## src/rtl/inst_axi_bridge_pkg.sv

```systemverilog
// Shared constants and helpers for the instruction-side AXI bridge.
// Kept in one package so the data-side bridge can reuse the same values.
package inst_axi_bridge_pkg;

    localparam int REG_BUS = 64;

    typedef logic [REG_BUS-1:0] reg_bus_t;

    localparam reg_bus_t   ZERO_WORD      = 64'h0000_0000_0000_0000;
    localparam reg_bus_t   DWORD_MASK     = 64'hFFFF_FFFF_FFFF_FFF8;
    localparam logic [2:0] AXI_SIZE_8B    = 3'b011;
    localparam logic [1:0] AXI_BURST_INCR = 2'b01;
    localparam logic [1:0] AXI_RESP_OKAY  = 2'b00;
    localparam logic [7:0] AXI_LEN_SINGLE = 8'h00;

    // Round a byte address down to the doubleword that contains it.
    function automatic reg_bus_t align_dword(input reg_bus_t addr);
        return addr & DWORD_MASK;
    endfunction

endpackage

```

## src/rtl/axi_ar_slot.sv

```systemverilog
// Single-entry AXI read-address slot: latches an address on load and holds
// ar_valid/ar_addr stable until the slave accepts it.
module axi_ar_slot #(
    parameter int AW = 64
) (
    input  logic          clk,
    input  logic          rst,
    input  logic          load_en,
    input  logic [AW-1:0] load_addr,
    input  logic          ar_ready,
    output logic          ar_valid,
    output logic [AW-1:0] ar_addr
);

    logic          ar_valid_d, ar_valid_q;
    logic [AW-1:0] ar_addr_d,  ar_addr_q;

    // Next-state: load a new address, retire on handshake, otherwise hold.
    always_comb begin
        ar_valid_d = ar_valid_q;
        ar_addr_d  = ar_addr_q;
        if (load_en) begin
            ar_valid_d = 1'b1;
            ar_addr_d  = load_addr;
        end else if (ar_valid_q && ar_ready) begin
            ar_valid_d = 1'b0;
        end else begin
            ar_valid_d = ar_valid_q;
        end
    end

    // Slot registers with synchronous active-low reset.
    always_ff @(posedge clk) begin
        if (!rst) begin
            ar_valid_q <= 1'b0;
            ar_addr_q  <= {AW{1'b0}};
        end else begin
            ar_valid_q <= ar_valid_d;
            ar_addr_q  <= ar_addr_d;
        end
    end

    assign ar_valid = ar_valid_q;
    assign ar_addr  = ar_addr_q;

endmodule

```

## src/rtl/inst_axi_bridge.sv

```systemverilog
// Instruction-side bridge: turns split addr_ok/data_ok fetch requests into
// single-beat 64-bit AXI4 reads and returns doublewords in request order.
module inst_axi_bridge
    import inst_axi_bridge_pkg::*;
#(
    parameter int         MAX_OUTSTANDING = 2,
    parameter logic [3:0] AXI_ID          = 4'd0
) (
    input  logic        clk,
    input  logic        rst,
    input  logic        if_req_valid,
    input  logic        if_req_op,
    input  logic [63:0] inst_addr,
    output logic        inst_addr_ok,
    output logic        inst_data_ok,
    output logic [63:0] inst_data,
    output logic        bus_err,
    output logic        ar_valid,
    input  logic        ar_ready,
    output logic [63:0] ar_addr,
    output logic [3:0]  ar_id,
    output logic [7:0]  ar_len,
    output logic [2:0]  ar_size,
    output logic [1:0]  ar_burst,
    input  logic        r_valid,
    output logic        r_ready,
    input  logic [63:0] r_data,
    input  logic [1:0]  r_resp,
    input  logic        r_last,
    input  logic [3:0]  r_id
);

    localparam logic [1:0] MAX_CNT = 2'(MAX_OUTSTANDING);

    logic [1:0] cnt_d,      cnt_q;
    logic       data_ok_d,  data_ok_q;
    reg_bus_t   data_d,     data_q;
    logic       bus_err_d,  bus_err_q;
    logic       r_ready_d,  r_ready_q;

    logic       addr_ok_s;
    logic       illegal_s;
    logic       r_match_s;
    logic       ar_valid_s;

    // Acceptance is combinational; one AR slot means no accept while it is busy.
    assign addr_ok_s = rst & if_req_valid & ~if_req_op & ~ar_valid_s & (cnt_q < MAX_CNT);
    assign illegal_s = if_req_valid & if_req_op;
    // Only beats carrying our ID are returned; foreign beats are consumed and dropped.
    assign r_match_s = r_valid & r_ready_q & (r_id == AXI_ID);

    axi_ar_slot #(
        .AW(REG_BUS)
    ) u_ar_slot (
        .clk      (clk),
        .rst      (rst),
        .load_en  (addr_ok_s),
        .load_addr(align_dword(inst_addr)),
        .ar_ready (ar_ready),
        .ar_valid (ar_valid_s),
        .ar_addr  (ar_addr)
    );

    // Outstanding count, response capture and sticky error.
    always_comb begin
        cnt_d     = cnt_q;
        data_d    = data_q;
        data_ok_d = 1'b0;
        bus_err_d = bus_err_q;

        case ({addr_ok_s, data_ok_q})
            2'b10:   cnt_d = cnt_q + 2'd1;
            2'b01:   cnt_d = cnt_q - 2'd1;
            default: cnt_d = cnt_q;
        endcase

        if (r_match_s) begin
            data_ok_d = 1'b1;
            if (r_resp != AXI_RESP_OKAY) begin
                data_d = ZERO_WORD;
            end else begin
                data_d = r_data;
            end
            if ((r_resp != AXI_RESP_OKAY) || !r_last) begin
                bus_err_d = 1'b1;
            end else begin
                bus_err_d = bus_err_q;
            end
        end else begin
            data_ok_d = 1'b0;
        end

        if (illegal_s) begin
            bus_err_d = 1'b1;
        end else begin
            bus_err_d = bus_err_d;
        end

        r_ready_d = (cnt_d != 2'd0);
    end

    // State registers with synchronous active-low reset.
    always_ff @(posedge clk) begin
        if (!rst) begin
            cnt_q     <= 2'd0;
            data_ok_q <= 1'b0;
            data_q    <= ZERO_WORD;
            bus_err_q <= 1'b0;
            r_ready_q <= 1'b0;
        end else begin
            cnt_q     <= cnt_d;
            data_ok_q <= data_ok_d;
            data_q    <= data_d;
            bus_err_q <= bus_err_d;
            r_ready_q <= r_ready_d;
        end
    end

    assign inst_addr_ok = addr_ok_s;
    assign inst_data_ok = data_ok_q;
    assign inst_data    = data_q;
    assign bus_err      = bus_err_q;
    assign ar_valid     = ar_valid_s;
    assign ar_id        = AXI_ID;
    assign ar_len       = AXI_LEN_SINGLE;
    assign ar_size      = AXI_SIZE_8B;
    assign ar_burst     = AXI_BURST_INCR;
    assign r_ready      = r_ready_q;

endmodule

```

## config.mk

```make
export PLATFORM = sky130hd
export DESIGN_NAME = inst_axi_bridge
export DESIGN_NICKNAME = d
export VERILOG_FILES = /design/src/rtl/inst_axi_bridge_pkg.sv /design/src/rtl/axi_ar_slot.sv /design/src/rtl/inst_axi_bridge.sv
export SDC_FILE = /design/constraint.sdc
export NUM_CORES = 1
export LEC_CHECK = 0
export ABC_CLOCK_PERIOD_IN_PS = 2400
export CAP_MARGIN = 20
export CORE_ASPECT_RATIO = 1.2
export CORE_MARGIN = 3
export CORE_UTILIZATION = 39
export DETAILED_ROUTE_END_ITERATION = 6
export PLACE_DENSITY = 0.87
export SLEW_MARGIN = 20
export SYNTH_ARGS = -nofsm -noshare
export SYNTH_HDL_FRONTEND = slang
export SYNTH_SLANG_ARGS = --single-unit
```

## constraint.sdc

```tcl
create_clock -name clk -period 2.4 [get_ports clk]
set_input_delay 0.48 -clock clk [delete_from_list [all_inputs] [get_ports clk]]
set_output_delay 0.48 -clock clk [all_outputs]
set_load 0.02 [all_outputs]
```

== Yosys cells after proc, flatten, opt, wreduce, memory -nomap -nowiden ==
Index checks and enable logic that the tools add are counted.
Word-level totals
  flip-flop bits (word level): 131
  latch bits: 0
  bits in writable memories: 0
  memory bits (read-only): 0
  bits of input ports: 141
  output and inout bits: 150
  word-level logic and storage cells: 39
  memories kept: 0
Operators by class
  add/subtract/negate cells: 2
  multiply operators: 0
  divide/modulo/power cells: 0
  magnitude comparators: 1
  eq/ne operators: 2
  shifts and indexed selects: 0
  mux-type cells: 8
  bitwise logic cells: 9
  reduce and logical (&&, ||, !) cells: 10
Operators with widths (number)
  $mux W64: 1
  $reduce_bool A2 Y1: 5
  $and A1 B1 Y1: 7
  $mux W1: 6
  $logic_not A4 Y1: 1
  $pmux W2 S2: 1
  $add A2 B1 Y2 const B: 1
  $eq A2 B1 Y1 const B: 1
  $eq A2 B2 Y1 const B: 1
  $lt A2 B2 Y1 const B: 1
  $not A1 Y1: 2
  $reduce_and A2 Y1: 1
  $sub A2 B1 Y2 const B: 1
  $logic_and A1 B1 Y1: 1
  $logic_not A1 Y1: 1
  $logic_or A1 B1 Y1: 1

== Logic depth before layout (Yosys ltp) ==
  depth in word-level cells: 7
  mapped depth: 8
  mapped depth without buffers: 6

== Hierarchy ==
Synthesis repeated with hierarchy kept, for this count alone.
Unflattened totals
  cells, all modules: 533
  area, all modules: 5396.4 µm²
Modules (own cells, without submodules)
  inst_axi_bridge: instances 1, cells an instance 324, area each 2899.0 µm², sequential area each 1381.3 µm²
  axi_ar_slot: instances 1, cells an instance 209, area each 2497.4 µm², sequential area each 1301.2 µm²

== Least setup slack after synthesis ==
No wires, ideal clock.
  path kind: in2reg
  start point: input port if_req_op
  end point: register cnt_q[1]
  setup time: 0.070 ns
  data arrival time: 2.186 ns
  data required time: 2.330 ns
  path slack: 0.144 ns
  cell stages on the path: 6
  path buffers: 2
  cell sequence: or4_4 buf_12 buf_8 ha_1 or3_2 a21oi_1
Between the ends
  word-level cells in the longest chain between the ends: 6
  elaborated cells on any way between the ends: 7
  those cells by class: eq/ne (2); mux (1); bitwise (4)
Ends and longest elaborated chain
  start: declaration: line inst_axi_bridge.sv:12  | input logic if_req_op,
  $not A1 Y1 *: line inst_axi_bridge.sv:47  | assign addr_ok_s = rst & if_req_valid & ~if_req_op & ~ar_valid_s & (cnt_q < MAX_CNT);
  $and A1 B1 Y1 * (3 in a row): line inst_axi_bridge.sv:47
  $eq A2 B1 Y1 / $eq A2 B2 Y1 (equally long branches): line inst_axi_bridge.sv:71  | case ({addr_ok_s, data_ok_q})
  $pmux W2 S2 *: line inst_axi_bridge.sv:71
  end signal: assignment: line inst_axi_bridge.sv:111  | cnt_q <= cnt_d;
  end: declaration: line inst_axi_bridge.sv:35  | logic [1:0] cnt_d, cnt_q;
Every way passes the cells marked *; elsewhere a longest branch is shown, timed or not.
A chain may end at the register's enable or synchronous reset.

== Final worst setup path ==
  start point: input port if_req_valid
  end point: output port inst_addr_ok
Between the ends
  word-level cells in the longest chain between the ends: 4
Ends and longest elaborated chain
  start: declaration: line inst_axi_bridge.sv:11  | input logic if_req_valid,
  $and A1 B1 Y1 (4 in a row): line inst_axi_bridge.sv:47
  end: declaration: line inst_axi_bridge.sv:14  | output logic inst_addr_ok,
Every way passes these cells.

==> impl_metrics.toml <==
[sta]
final-setup-viol-count = 0
fin_hold_ws_ns = 0.454
setup_tns_ns = 0
finalMaxSlewViolations = 0
worst_slack_ns = 0.0769
rsz0062_at_grt = "false"
skew_ns = 0.00527
slew_headroom = 0.529
tightest_slew_ns = 0.707
min_period_ns = 2.32
fmax_ghz = 0.430
hold_viol = 0
fin_crit_sh = 0.968

[layout]
flow.area_growth_from_synthesis_pct = 59.9
fin_area_um2 = 8600
n_fill_cell = 1070
instances_no_fill = 1028
drive_gt1_frac = 0.0523
nets = 989
antennaDiodeCount = 0

[clock_network]
clockRootBuffer = "clkbuf_16"
cts_buffer_depth = 2
post_cts_resized = 0
cts_setup_buffers = 0
hold_buffers = 0
cts_tree = "built"
path_clk_slew_ns = 0.05
clk_latency_ns = 0.41
cts_sinks = 131
numCtsBuffers = 17
htree_levels = 4

[pwr]
powerDensity_nw_per_um2 = 618
seqPwrFrac = 0.427
clkPwrFrac = 0.450
swShare = 0.234
p_sw_mw = 1.24
power.internal_mw = 4.08
combinationalPowerShare = 0.123
peakVddDrop_mv = 0.516
p_leak_nw = 4.16

[drt]
drc = 0
via_count = 4651
drtIter0Drc = 175
routedWlPerCell_um = 14.4
ant_nets = 0
first_pass_iters = 4
drt_wl_total_um = 14900
vias_per_cell = 4.52

[run]
drv_cap = 0

[global_routing]
antenna_found_initial = 0
grt_pass1_vias = 4667
grt.overflow.total = 0
use_met1 = 0.196
grt_util_met3 = 0.0771
use_met2 = 0.347
grt_max_degree = 69
grt_pass1_wl_um = 23100
gr-usage-all-layers = 0.193
busiest_layer = "met2"

[setup_path]
path_max_fanout = 2
arrival_ns = 1.84
cp-end-kind = "output port"
critPathLaunchType = "primary input"
cp.required_ns = 1.92
path_class = "in2out"

[floorplanning]
die_area_um2 = 15200
fp.dieW_um = 113
coreArea_um2 = 13400
start_util = 0.403
die_y_um = 135
row_count = 46
io_pins = 291

[synthesis]
synth.ff_latch_count = 131
synthCells = 588
synth.distinct_cells = 25
yosysWarnings = 0
synth_area_um2 = 5380
postSynthAreaPerCell_um2 = 9.15
ys_seq_area_frac = 0.488

[min_path]
hold_class = "reg2reg"

[placed_design]
dp_hpwl_um = 10800
place_congestion = 0.771
dpl.cell_count = 996
pre_cts_slack_ns = -0.0746
place_area_um2 = 8050
port_buffers = 267

[outcome]
status = "completed"
[stage by stage]
| stage | total power [mW] | util |
|---|---|---|
| final | 5.32 | 0.644 |
| after global routing | 5.52 | 0.644 |
| after detailed placement | 2.97 | 0.603 |
| after CTS | 5.38 | 0.644 |
| after floorplan | 2.62 | - |
| after global placement | 2.96 | 0.603 |
[worst max-delay path, cell delays in order]
cell             delay, ns
clkdlybuf4s50_1       0.52
nand2_1               0.07
or4_4                 0.42
buf_4                 0.16
inv_1                 0.04
buf_4                 0.14
[power groups by stage]
| stage | sequential (mW) | clock (mW) | combinational [mW] |
|---|---|---|---|
| 2_1_floorplan | 2.39 | 0 | 0.230 |
| 3_3_place_gp | 2.32 | 0 | 0.646 |
| 3_5_place_dp | 2.32 | 0 | 0.655 |
| 4_1_cts | 2.27 | 2.45 | 0.659 |
| 5_1_grt | 2.28 | 2.54 | 0.699 |
| 6_report | 2.27 | 2.39 | 0.654 |
[layout by cell type (no fill, tap or decap), types with 2 or more instances in the layout]
cell and count:
nand2_1 191, conb_1 20, clkbuf_1 3, o21ai_0 2, a21oi_1 2, inv_1 63, buf_12 3, clkbuf_16 17
nor2_1 4, clkinvlp_4 2, clkbuf_8 2, dfxtp_1 131, xnor2_1 2, mux2i_1 125, clkdlybuf4s50_1 265, clkinv_2 6
buf_4 9
[cell families (layout without fill, tap and decap cells)]
| logic type | after synthesis | after routing | share of synthesized area |
|---|---|---|---|
| and+or+nand+nor | 201 | 201 | 0.144 |
| DFF | 131 | 131 | 0.488 |
| muxes | 125 | 125 | 0.233 |
| buffers and inverters | 118 | 372 | 0.119 |
| AOI/OAI and AO/OA | 7 | 7 | 0.00768 |
| xor gates and xnor gates | 3 | 3 | 0.00489 |
| other | 2 | 20 | 0.00140 |
| adders and majority gates | 1 | 1 | 0.00233 |
[path summary, 6_finish.rpt]
kind / start / endpoint / cells past startpoint / slack [ns]
hold / removal: inst_data[61] / inst_data[61] / 2 / 0.45
setup reg to reg: u_ar_slot.ar_valid / cnt_q[1] / 5 / 0.55
setup / recovery: if_req_valid / inst_addr_ok / 6 / 0.08
hold reg to reg: inst_data[61] / inst_data[61] / 2 / 0.45
[sequential cells by signal, indices dropped and copies added (netlist names)]
signal	count
inst_data_ok	1
inst_data	64
cnt_q	2
bus_err	1
u_ar_slot.ar_valid	1
r_ready	1
u_ar_slot.ar_addr	61
[final cells by class]
cell class	instances	area (um^2)	share of cell area
Clock inverter	10	83.8	0.00975
Clock buffer	22	464	0.0540
Timing Repair Buffer	277	2780	0.323
Multi-Input combinational cell	357	2200	0.256
Tap cell	168	210	0.0244
Sequential cell	131	2620	0.305
Inverter	63	236	0.0275
[Yosys cell counts]
cell type | instances | area, um^2
nand3_1 | 1 | 5.00
mux2i_1 | 125 | 1250
nor3b_1 | 2 | 15.0
xnor2_1 | 2 | 17.5
or3_2 | 1 | 7.51
xor2_1 | 1 | 8.76
buf_12 | 6 | 120
o21ai_0 | 2 | 10.0
nand2_1 | 191 | 717
a21oi_1 | 2 | 10.0
nor4_1 | 1 | 6.26
buf_1 | 3 | 11.3
conb_1 | 2 | 7.51
a31oi_1 | 1 | 6.26
ha_1 | 1 | 12.5
inv_1 | 63 | 236
clkbuf_1 | 15 | 56.3
nor2_1 | 4 | 15.0
buf_2 | 10 | 50.1
dfxtp_1 | 131 | 2620
or4_4 | 1 | 11.3
a211oi_1 | 1 | 7.51
buf_8 | 1 | 15.0
a21boi_0 | 1 | 7.51
buf_4 | 20 | 150
[routing by layer]
layer / share of wire / wire length (um)
met1: 0.36 / 5410
met2: 0.52 / 7730
met3: 0.089 / 1320
met4: 0.026 / 386
met5: 0 / 0
Power figures use the tool's default switching activity.
